$ cat src/rtl/piso_tx.sv
// Parallel-in/serial-out transmitter with a valid/ready word input and a framed 1-bit output.
// Optional even-parity trailer bit is enabled by defining PIS_PARITY_EN.
module piso_tx #(
  parameter int unsigned WIDTH     = 4,
  parameter bit          MSB_FIRST = 1'b1
) (
  input  logic             clk,
  input  logic             rst,
  input  logic [WIDTH-1:0] data_in,
  input  logic             in_valid,
  output logic             in_ready,
  output logic             ser_out,
  output logic             ser_valid,
  output logic             ser_last,
  output logic             busy
);

  localparam int unsigned CNT_W = (WIDTH > 2) ? $clog2(WIDTH) : 1;

`ifdef PIS_PARITY_EN
  typedef enum logic [1:0] {IDLE, SHIFT, PARITY} state_t;
  logic parity_q, parity_d;
`else
  typedef enum logic {IDLE, SHIFT} state_t;
`endif

  state_t             state_q, state_d;
  logic [WIDTH-1:0]   shift_q, shift_d;
  logic [CNT_W-1:0]   cnt_q, cnt_d;
  logic               last_data;
  logic               accept;
  logic               head_bit;

  always_ff @(posedge clk or posedge rst) begin
    if (rst) begin
      state_q  <= IDLE;
      shift_q  <= '0;
      cnt_q    <= '0;
`ifdef PIS_PARITY_EN
      parity_q <= 1'b0;
`endif
    end else begin
      state_q  <= state_d;
      shift_q  <= shift_d;
      cnt_q    <= cnt_d;
`ifdef PIS_PARITY_EN
      parity_q <= parity_d;
`endif
    end
  end

  // Serial outputs decode registered state only; in_ready also looks at rst.
  always_comb begin
    head_bit  = MSB_FIRST ? shift_q[WIDTH-1] : shift_q[0];
    last_data = (state_q == SHIFT) && (cnt_q == CNT_W'(WIDTH - 1));
    ser_valid = (state_q != IDLE);
    busy      = (state_q != IDLE);
    ser_out   = 1'b0;
    if (state_q == SHIFT) ser_out = head_bit;
`ifdef PIS_PARITY_EN
    if (state_q == PARITY) ser_out = parity_q;
    ser_last = (state_q == PARITY);
`else
    ser_last = last_data;
`endif
    in_ready = ~rst & ((state_q == IDLE) | ser_last);
    accept   = in_valid & in_ready;
  end

  always_comb begin
    state_d  = state_q;
    shift_d  = shift_q;
    cnt_d    = cnt_q;
`ifdef PIS_PARITY_EN
    parity_d = parity_q;
`endif
    case (state_q)
      SHIFT: begin
        shift_d = MSB_FIRST ? {shift_q[WIDTH-2:0], 1'b0} : {1'b0, shift_q[WIDTH-1:1]};
        cnt_d   = cnt_q + CNT_W'(1);
        if (last_data) begin
`ifdef PIS_PARITY_EN
          state_d = PARITY;
`else
          state_d = IDLE;
`endif
        end
      end
`ifdef PIS_PARITY_EN
      PARITY:  state_d = IDLE;
`endif
      default: state_d = IDLE;
    endcase
    // Accept is only possible in IDLE or on the frame's last cycle, so it overrides cleanly.
    if (accept) begin
      state_d  = SHIFT;
      shift_d  = data_in;
      cnt_d    = '0;
`ifdef PIS_PARITY_EN
      parity_d = ^data_in;
`endif
    end
  end

endmodule

$ cat config.mk
export PLATFORM = sky130hd
export DESIGN_NAME = piso_tx
export DESIGN_NICKNAME = d
export VERILOG_FILES = /design/src/rtl/piso_tx.sv
export SDC_FILE = /design/constraint.sdc
export NUM_CORES = 1
export LEC_CHECK = 0
export BUFFER_PORTS_ARGS = -buffer_cell sky130_fd_sc_hd__buf_2
export CAP_MARGIN = 0
export CORE_AREA = 2 2 39 41
export DETAILED_ROUTE_END_ITERATION = 6
export DIE_AREA = 0 0 41 43
export MAX_ROUTING_LAYER = met4
export SLEW_MARGIN = 20
export SYNTH_ARGS = -nofsm -noshare
export SYNTH_HDL_FRONTEND = slang
export SYNTH_SLANG_ARGS = --single-unit
export TNS_END_PERCENT = 50
$ cat constraint.sdc
create_clock -name clk -period 3.4 [get_ports clk]
set_input_delay 0.51 -clock clk [delete_from_list [all_inputs] [get_ports clk]]
set_output_delay 0.51 -clock clk [all_outputs]
set_load 0.005 [all_outputs]
== Word-level counts from Yosys, hierarchy flattened ==
Index checks and enable logic that the tools add are counted.
Operators by class
  add/sub/neg operators: 1
  eq/ne operators: 1
  mux-type cells: 8
  bitwise logic cells: 5
  reductions and logical operators: 2
Operators by type and width (number)
  two-way mux 4 bit: 2
  two-way mux 1 bit: 4
  two-way mux 2 bit: 2
  adder 2 x 1 -> 2 bit (second input constant): 1
  bitwise AND 1 bit: 2
  equality test 2 bit (second input constant): 1
  inverter 1 bit: 2
  nonzero test 2 bit: 1
  logical AND 1 bit: 1
  bitwise OR 1 bit: 1
Storage, ports and cells
  flip-flop bits (word level): 7
  output and inout port bits: 5
  logic and storage cells: 20

== Logic depth before layout (Yosys ltp) ==
  word-level depth: 6
  depth in mapped cells: 5
  gate-level depth less buffers: 4

== Worst setup path after synthesis ==
No wires, ideal clock.
  path kind: register to output
  from: reg cnt_q[0]
  to: out in_ready
  arrival time: 0.971 ns
  required time: 2.890 ns
  path slack: 1.919 ns
  cell stages (with the launch flop): 5
  buffers on the path: 1
  cell sequence: dfrtp_1 ha_1 nand2b_4 buf_6 and2_1
Between the ends
  word-level cells in the longest chain between the ends: 4
Ends and longest elaborated chain
  from (decl): RTL line 29  | logic [CNT_W-1:0] cnt_q, cnt_d;
  from (signal assigned): RTL line 45  | cnt_q <= cnt_d;
  equality test 2 bit: RTL line 55  | last_data = (state_q == SHIFT) && (cnt_q == CNT_W'(WIDTH - 1));
  logical AND 1 bit: RTL line 55
  bitwise OR 1 bit: RTL line 66  | in_ready = ~rst & ((state_q == IDLE) | ser_last);
  bitwise AND 1 bit: RTL line 66
  to (decl): RTL line 11  | output logic in_ready,
No other way between the ends.

== Final worst setup path ==
Ends and elaborated chain as after synthesis.

==> out/metrics.yaml <==
setup_path:
  critPathMaxStageDelay_ns: 0.39
  worstSetupPathType: "flop to primary output"
  crit_arrival_ns: 1.32
  critPathTopFamily: "flip-flops"
  worstPathRequired_ns: 2.89
  path_cells: "ha_1 -> nand2b_4 -> and2_1 -> buf_2"
  startpoint_type: "flop"
  setup.worst_path.end_class: "primary output"
  crit_slowest_cell: "dfrtp_1"
  cp_max_fo: 8
  path_buf_inv: 1
finish:
  final_common_cell: "buf_2"
  num_antenna_cells: 0
  fin_nets: 57
  area_delta_synth_final_pct: 18.1
  fillers: 157
  post-route-util: 0.336
  layout_common_cells: "buf_2, dfrtp_1, mux2i_1, nand3_1, o21ai_2"
  drive_gt1_frac: 0.417
clocking:
  cts_resized: 0
  cts_buffers: 3
  cts_root_buf: "clkbuf_4"
  cts_tree: "done"
  post_cts_buffers: 0
  cts_sinks: 7
  htree_levels: 1
  clk_pin_slew_worst_paths_ns: 0.05
  ctsHoldBuffers: 0
  cts.path.max_buffers: 2
  clk-insertion-delay-late_ns: 0.25
synthesis:
  yosysSeqAreaShare: 0.444
  syn-instance-count: 36
  synth.largest_area_cell: "dfrtp_1"
  yosys_warnings: 0
  syn_avg_cell_area_um2: 10.9
  mappedNetlistArea_um2: 394
  ys_types: 16
  synth.top_cell.area_share: 0.444
  synth_nets: 44
  ys_top_cells_by_area: "dfrtp_1, mux2i_1, o21ai_2"
  ys_ff_latch: 7
sta:
  finalCriticalPeriod_ns: 1.83
  setup_viol: 0
  fmax_ghz: 0.548
  grt_setup_unrepaired: "no"
  fin_skew_ns: 0.00264
  maxSlewViolCount: 0
  post-route-period-util: 0.537
  maxSlewHeadroom: 0.706
  tightest_slew_ns: 0.441
  hold_viol: 0
  setup_tns_ns: 0
die:
  rows: 14
  die_h_um: 43
  fp.dieW_um: 41
  design.core.area_um2: 1380
  start_util: 0.285
  io_pins: 12
  die_area_um2: 1760
pwr:
  power_w: 0.000396
  vdd_drop_max_v: 0.000273
  power_density_nw_per_um2: 851
  p_leak_nw: 0.237
grt:
  grt-ovfl-total: 0
  grt_pass1_wl_um: 1070
  track_usage: 0.101
  antenna_found_initial: 0
  grt_pass1_vias: 273
  grt_max_degree: 12
job:
  max_cap_violations: 0
placed_design:
  post-dp-hpwl_um: 485
  port_buffers: 11
  place.gp.congestion: 0.713
status:
  run_status: "complete, no violations"
route:
  via_per_inst: 4.34
  drtIter0Drc: 5
  wl_per_cell_um: 10.1
  vias: 278
  drt-total-wl_um: 644
  ant_nets: 0
  first_pass_iters: 3
  drcViolationCount: 0
worst_hold_path:
  hold_path_class: "primary input to asynchronous set/reset pin"
-- sequential cells by signal, indices dropped and copies added (netlist names) --
name / flops
busy: 1
shift_q: 4
cnt_q: 2
-- stage by stage --
step                      std cells  hold WS [ns]  worst slack, ns  cell area (um^2)
after floorplan                  36         0.318             1.92               394
after global placement           60         0.465             1.77               439
after detailed placement         60         0.473             1.76               439
after CTS                        64         0.201             1.56               465
after global routing             64         0.224             1.51               465
final                            64         0.202             1.57               465
-- per-layer routing --
| metal | GRT usage | share of wire | vias up |
|---|---|---|---|
| li1 | - | - | 144 |
| met1 | 0.119 | 0.48 | 119 |
| met2 | 0.116 | 0.39 | 11 |
| met3 | 0.0314 | 0.075 | 4 |
| met4 | 0.120 | 0.048 | 0 |
| met5 | - | 0 | - |
-- cells by family after synthesis --
| kind of cell | synth area share |
|---|---|
| multiplexers | 0.102 |
| AND/OR/NAND/NOR | 0.225 |
| adder cells (fa/ha/maj) | 0.0317 |
| XOR/XNOR | 0.0222 |
| flip-flops | 0.444 |
| AO/OA/AOI/OAI | 0.0889 |
| buffers and inverters | 0.0857 |
-- cells in the mapped netlist --
master    n
and2_1    3
and2_4    1
buf_4     1
buf_6     2
dfrtp_1   7
ha_1      1
inv_1     1
mux2i_1   4
nand2_1   2
nand2b_1  1
nand2b_4  1
nand3_1   4
nor2_1    2
nor2b_1   1
o21ai_2   4
xnor2_1   1
-- layout make-up --
type | instances | area (um^2) | share of cell area
Inverter | 1 | 3.75 | 0.00806
Timing Repair Buffer | 11 | 55.1 | 0.118
Clock buffer | 4 | 26.3 | 0.0565
Tap cell | 16 | 20.0 | 0.0430
Sequential cell | 7 | 175 | 0.376
Multi-Input combinational cell | 25 | 185 | 0.398
-- path summary, 6_finish.rpt --
check	from	depth (start not counted)	end	slack (ns)
worst max-delay path	cnt_q[0]	4	in_ready	1.57
max in group asynchronous	rst	2	cnt_q[1]	2.97
worst min register to register	cnt_q[1]	2	cnt_q[1]	0.54
worst min-delay path	rst	2	busy	0.20
min in group clk	data_in[1]	3	shift_q[1]	0.50
worst max register to register	cnt_q[0]	4	shift_q[2]	2.23
-- worst register-to-register path, delay by kind of cell, from the launching register on --
family	cells	cell delay, ns
flip-flops	1	0.39
adder cells (fa/ha/maj)	1	0.21
AND/OR/NAND/NOR	2	0.38
AO/OA/AOI/OAI	1	0.12
-- power by group --
part | internal, W | switching, W
sequential | 0.000121 | 0.0000405
clock | 0.0000447 | 0.0000295
combinational | 0.0000893 | 0.0000714
No activity file was read; power rests on OpenSTA's default activity.
